--- src/rtl/regfile_ctrl_pkg.sv ---
// Shared constants for the register-file access controller: FunSel codes,
// the SPLIT16 command code and the sequencer state encoding.
package regfile_ctrl_pkg;

    localparam logic [2:0] FS_DEC    = 3'b000;
    localparam logic [2:0] FS_INC    = 3'b001;
    localparam logic [2:0] FS_LOAD   = 3'b010;
    localparam logic [2:0] FS_CLR    = 3'b011;
    localparam logic [2:0] FS_CLR_WL = 3'b100;
    localparam logic [2:0] FS_WL     = 3'b101;
    localparam logic [2:0] FS_WH     = 3'b110;
    localparam logic [2:0] FS_SEXT   = 3'b111;

    localparam logic [3:0] CMD_SPLIT16 = 4'b1000;

    localparam logic [1:0] ST_IDLE     = 2'd0;
    localparam logic [1:0] ST_ISSUE    = 2'd1;
    localparam logic [1:0] ST_SPLIT_HI = 2'd2;

endpackage

--- src/rtl/regfile_access_ctrl_rr_arbiter2.sv ---
// Two-way arbiter. Round-robin by default; with REGFILE_CTRL_FIXED_PRIO_EN
// defined, requester 0 always wins and no pointer register exists.
module rr_arbiter2
    import regfile_ctrl_pkg::*;
(
    input  logic [1:0] valid,
    output logic [1:0] grant
`ifndef REGFILE_CTRL_FIXED_PRIO_EN
   ,input  logic       clk,
    input  logic       rst,
    input  logic       advance
`endif
);

`ifdef REGFILE_CTRL_FIXED_PRIO_EN
    always_comb begin
        grant = 2'b00;
        if (valid[0])
            grant = 2'b01;
        else if (valid[1])
            grant = 2'b10;
    end
`else
    logic rr_ptr;

    // On a tie the pointer picks the winner; otherwise the sole requester wins.
    always_comb begin
        grant = valid;
        if (valid == 2'b11)
            grant = rr_ptr ? 2'b10 : 2'b01;
    end

    always_ff @(posedge clk or posedge rst) begin
        if (rst)
            rr_ptr <= 1'b0;
        else if (advance)
            rr_ptr <= grant[0];
    end
`endif

endmodule

--- src/rtl/regfile_access_ctrl.sv ---
// Arbitrates two requesters onto one shared register bank and sequences
// direct FunSel ops and split 16-bit loads. Option: REGFILE_CTRL_FIXED_PRIO_EN.
module regfile_access_ctrl
    import regfile_ctrl_pkg::*;
#(
    parameter int NREG  = 4,
    parameter int IDX_W = 2
) (
    input  logic             clk,
    input  logic             rst,
    input  logic [1:0]       req_valid,
    output logic [1:0]       req_ready,
    input  logic [IDX_W-1:0] req0_idx,
    input  logic [IDX_W-1:0] req1_idx,
    input  logic [3:0]       req0_cmd,
    input  logic [3:0]       req1_cmd,
    input  logic [15:0]      req0_data,
    input  logic [15:0]      req1_data,
    output logic [NREG-1:0]  RegE,
    output logic [2:0]       RegFunSel,
    output logic [15:0]      RegI,
    output logic [1:0]       done,
    output logic [1:0]       err
);

    logic [1:0]       state;
    logic [1:0]       grant;
    logic             accept;
    logic             in_sel;
    logic [IDX_W-1:0] in_idx;
    logic [3:0]       in_cmd;
    logic [15:0]      in_data;
    logic             idx_bad;
    logic [NREG-1:0]  oh_in;
    logic [NREG-1:0]  oh_cap;
    logic [IDX_W-1:0] cap_idx;
    logic [7:0]       cap_hi;
    logic             cap_win;
    logic             cap_split;

`ifdef REGFILE_CTRL_FIXED_PRIO_EN
    rr_arbiter2 u_arb (
        .valid (req_valid),
        .grant (grant)
    );
`else
    rr_arbiter2 u_arb (
        .valid   (req_valid),
        .grant   (grant),
        .clk     (clk),
        .rst     (rst),
        .advance (accept)
    );
`endif

    assign req_ready = (state == ST_IDLE && !rst) ? grant : 2'b00;
    assign accept    = |(req_valid & req_ready);
    assign in_sel    = grant[1];
    assign in_idx    = in_sel ? req1_idx  : req0_idx;
    assign in_cmd    = in_sel ? req1_cmd  : req0_cmd;
    assign in_data   = in_sel ? req1_data : req0_data;
    assign idx_bad   = (32'(in_idx) >= 32'(NREG));

    always_comb begin
        oh_in  = '0;
        oh_cap = '0;
        for (int i = 0; i < NREG; i++) begin
            oh_in[i]  = (32'(in_idx)  == 32'(i));
            oh_cap[i] = (32'(cap_idx) == 32'(i));
        end
    end

    // Outputs are registered, so each state's bank drive is loaded on the
    // edge that enters that state.
    always_ff @(posedge clk or posedge rst) begin
        if (rst) begin
            state     <= ST_IDLE;
            RegE      <= '0;
            RegFunSel <= FS_DEC;
            RegI      <= '0;
            done      <= 2'b00;
            err       <= 2'b00;
            cap_idx   <= '0;
            cap_hi    <= '0;
            cap_win   <= 1'b0;
            cap_split <= 1'b0;
        end else begin
            RegE      <= '0;
            RegFunSel <= FS_DEC;
            RegI      <= '0;
            done      <= 2'b00;
            err       <= 2'b00;
            case (state)
                ST_IDLE: begin
                    if (accept) begin
                        state     <= ST_ISSUE;
                        cap_idx   <= in_idx;
                        cap_hi    <= in_data[15:8];
                        cap_win   <= in_sel;
                        cap_split <= 1'b0;
                        if (!in_cmd[3] && !idx_bad) begin
                            RegE         <= oh_in;
                            RegFunSel    <= in_cmd[2:0];
                            RegI         <= in_data;
                            done[in_sel] <= 1'b1;
                        end else if (in_cmd == CMD_SPLIT16 && !idx_bad) begin
                            RegE      <= oh_in;
                            RegFunSel <= FS_WL;
                            RegI      <= {8'h00, in_data[7:0]};
                            cap_split <= 1'b1;
                        end else begin
                            err[in_sel] <= 1'b1;
                        end
                    end
                end
                ST_ISSUE: begin
                    if (cap_split) begin
                        state         <= ST_SPLIT_HI;
                        RegE          <= oh_cap;
                        RegFunSel     <= FS_WH;
                        RegI          <= {8'h00, cap_hi};
                        done[cap_win] <= 1'b1;
                    end else begin
                        state <= ST_IDLE;
                    end
                end
                default: state <= ST_IDLE;
            endcase
        end
    end

endmodule

--- config.mk ---
export PLATFORM = sky130hd
export DESIGN_NAME = regfile_access_ctrl
export DESIGN_NICKNAME = d
export VERILOG_FILES = /design/src/rtl/regfile_ctrl_pkg.sv /design/src/rtl/regfile_access_ctrl_rr_arbiter2.sv /design/src/rtl/regfile_access_ctrl.sv
export SDC_FILE = /design/constraint.sdc
export NUM_CORES = 1
export LEC_CHECK = 0
export BUFFER_PORTS_ARGS = -buffer_cell sky130_fd_sc_hd__buf_4
export CORE_ASPECT_RATIO = 1.4
export CORE_UTILIZATION = 47
export CTS_BUF_LIST = sky130_fd_sc_hd__clkbuf_16
export DETAILED_ROUTE_END_ITERATION = 10
export PLACE_DENSITY = 0.86
export SYNTH_ARGS = -nofsm -noshare
export SYNTH_HDL_FRONTEND = slang
export SYNTH_SLANG_ARGS = --single-unit
--- constraint.sdc ---
create_clock -name clk -period 1.93 [get_ports clk]
set_input_delay 0.579 -clock clk [delete_from_list [all_inputs] [get_ports clk]]
set_output_delay 0.579 -clock clk [all_outputs]
set_load 0.01 [all_outputs]
==> results.py <==
metrics = {
    "run_status": {
        "status": "finished clean",
    },
    "pwr": {
        "p_comb_share_pct": 19.8,
        "pwr-share-clk_pct": 35.0,
        "vdd_ir_drop_max_mv": 0.8938,
        "swShare_pct": 26.41,
        "intPower_uw": 1674,
        "switching_power_uw": 600.6,
        "total_power_uw": 2274,
        "seqPwrFrac_pct": 45.2,
        "powerDensity_mw_per_mm2": 851.0,
        "leakage_uw": 0.001445,
    },
    "setup_path": {
        "ff2ff_path_depth": 6,
        "arrival_ns": 1.27,
        "reg2reg_from": "u_arb.rr_ptr",
        "rrSetupSlack_ns": 0.22,
        "critPathSlowestCell": "dfrtp_1",
        "cp_slowest_stage_delay_ns": 0.41,
        "crit_chain": "nor3_4 -> o211ai_1 -> inv_1 -> buf_4",
        "crit_type": "flip-flop to output port",
        "critPathTopFamily": "flip-flops",
        "worstSetupEndpointType": "output port",
        "path_buf_inv": 2,
        "crit_fanout": 3,
        "r2r-end": "RegE[1]",
        "worst_ep_required_time_ns": 1.35,
        "cp-start-kind": "flip-flop",
    },
    "finish": {
        "syn_to_final_growth_pct": 47.41,
        "final_cells": 296,
        "finalInstanceArea_mm2": 0.002673,
        "drive_gt1_share_pct": 46.06,
        "final_nets": 301,
        "post-route-util_pct": 72.70,
        "n_antenna_cell": 0,
    },
    "hold_path": {
        "hp-class": "input port to async pin",
    },
    "routing": {
        "antenna_left": 0,
        "wl_per_cell_um": 14.42,
        "drc": 0,
        "routed_wl_um": 4268,
        "drt_iter0_drc": 17,
        "vias": 1512,
        "routed_via_density": 5.108,
        "dr.pass1.iters": 4,
    },
    "synthesis": {
        "synth_area_leaders": "dfrtp_1 (58%), mux2i_1 (12%), nand2_1 (6.4%)",
        "synth-compound-area-share_pct": 13.87,
        "yosysUniqueCellTypes": 24,
        "muxShareOfSynthArea_pct": 13.39,
        "synth_area_leader_cell": "dfrtp_1",
        "synthDominantCellAreaShare_pct": 57.97,
        "synth_fa_ha_area_share_pct": 0,
        "syn-num-nets": 209,
        "avgSynthCellArea_um2": 11.26,
        "synth_top_family_by_area": "compound AO/OA/AOI/OAI gates",
        "ys_seq_area_share_pct": 57.97,
        "yosys.area_share.xor_xnor_pct": 0,
        "ys_ff_latch": 42,
        "synth_cells": 161,
        "synth_simple_gate_area_share_pct": 10.84,
        "synth_area_mm2": 0.001813,
        "yosys_warnings": 0,
    },
    "clocking": {
        "htreeDepth": 2,
        "cts_num_sinks": 42,
        "clk_pin_slew_ns": 0.06,
        "cts_buffers": 5,
        "clockBufferDepth": 2,
        "root_buffer": "clkbuf_16",
        "tritoncts": "yes",
        "holdBufCountCts": 0,
        "insertion_delay_ns": 0.28,
    },
    "placed_design": {
        "port_buffers": 76,
        "placed_cells": 288,
        "place_congestion": 0.8047,
        "dp_hpwl_um": 3205,
        "dpl_cell_area_mm2": 0.002520,
    },
    "floorplan": {
        "rows": 26,
        "core_mm2": 0.003676,
        "fp.dieH_um": 75.49,
        "die_area_mm2": 0.004113,
        "io-pin-count": 77,
        "start_util_pct": 49.32,
        "die_w_um": 54.49,
    },
    "timing": {
        "finalHoldViolations": 0,
        "fin_tns_setup_ns": 0,
        "skew_ns": 0.001704,
        "period_share_pct": 95.79,
        "slew_viol_final": 0,
        "period_minus_slack_ns": 1.849,
        "relSlewSlack_pct": 62.16,
        "rsz0062_at_grt": "false",
        "worst_slew_pin_slew_ns": 0.5640,
        "setup_viol": 0,
        "fmax_mhz": 540.9,
    },
    "grt": {
        "grt_pass1_wl_um": 6624,
        "grt_pass1_vias": 1402,
        "grt_max_degree": 19,
        "antenna_found_initial": 0,
        "grt_usage_pct": 23.83,
        "grt_overflow_total": 0,
    },
    "flow_run": {
        "drv_cap": 0,
    },
}
==> how the worst max path moves through the flow <==
stage,start,cells past startpoint,end,slack [ns]
2_1_floorplan,req_valid[0],6,RegE[0],0.16
3_3_place_gp,rst,5,req_ready[1],0.04
3_5_place_dp,req_valid[0],8,RegE[1],0.0006
4_1_cts,state[1],4,req_ready[1],0.07
5_1_grt,state[1],4,req_ready[1],0.008
6_report,state[1],4,req_ready[1],0.08
==> synth_stat cells (all sizes together) <==
master,number
nor3,3
a21oi,1
nand3,2
nor2,11
mux2i,22
mux2,2
o32ai,3
nor3b,1
a21o,1
o21ai,23
or2,1
o22ai,1
nand2,31
o31ai,2
o211ai,1
clkbuf,3
inv,8
dfrtp,42
buf,3
==> power by group through the flow <==
stage | sequential, µW | combinational [µW] | clock, µW
floorplan | 1050 | 221 | 0
global placement | 1040 | 433 | 0
detailed placement | 1040 | 448 | 0
CTS | 1030 | 454 | 811
global route | 1040 | 494 | 852
finish | 1030 | 450 | 797
==> sequential cells by signal, summed over array words and instances, names as in the netlist <==
signal,count
cap_idx,2
cap_win,1
done,2
u_arb.rr_ptr,1
state,2
cap_hi,8
cap_split,1
RegFunSel,3
err,2
RegI,16
RegE,4
==> repair_timing <==
item                                    in CTS  in global routing
cloned                                       0                  0
resized for setup                            1                  1
setup buffers                                0                  0
endpoints found under the setup margin       1                  2
==> logic make-up after synthesis <==
| group | after synthesis |
|---|---|
| buffers and inverters | 14 |
| AOI/OAI and AO/OA | 32 |
| and+or+nand+nor | 49 |
| DFF | 42 |
| muxes | 24 |
==> routing by layer <==
metal / wire [µm] / up-vias / track usage [%]
met5: 0 / - / 0
li1: - / 728 / -
met4: 99 / 0 / 11.68
met3: 182 / 8 / 7.585
met1: 1609 / 733 / 27.62
met2: 2377 / 43 / 39.02
==> worst register-to-register path: stages, from the launching register on <==
cell	delay, ns
dfrtp_1	0.43
o21ai_4	0.20
buf_4	0.15
buf_4	0.15
mux2i_1	0.35
inv_1	0.10
o32ai_2	0.23
==> cells in the final DEF (no fill, tap or decap) <==
cell / count
o21ai_4: 1
or2_2: 1
nor3_1: 2
o22ai_1: 1
mux2i_1: 22
nor3_4: 1
o21ai_1: 1
o21ai_0: 13
nand3_1: 2
o21ai_2: 8
clkinv_1: 2
clkbuf_16: 5
clkinv_2: 1
clkinvlp_4: 1
buf_4: 90
inv_2: 1
o211ai_1: 1
dfrtp_1: 42
o32ai_2: 3
inv_1: 6
nor3b_1: 1
a21oi_2: 1
buf_12: 1
a21o_2: 1
o31ai_1: 2
nand2_1: 31
mux2_2: 2
nor2_1: 11
==> per-stage QoR <==
step	hold slack (ns)	setup slack [ns]
global placement	0.4624	0.03781
CTS	0.3035	0.06819
floorplan	0.4460	0.1611
global route	0.3444	0.007808
finish	0.3040	0.08122
detailed placement	0.4701	0.0005619
==> area by class of cell <==
type                    instances  area [µm²]
multi-input cells             105       701.9
clock buffers                   5       125.1
fillers                       265        1003
flip-flops and latches         42        1051
inverters                       8       30.03
repair buffers                 91       695.7
clock inverters                 3       16.27
well taps                      42       52.55
Note: power is estimated with default switching activity, not from simulation.
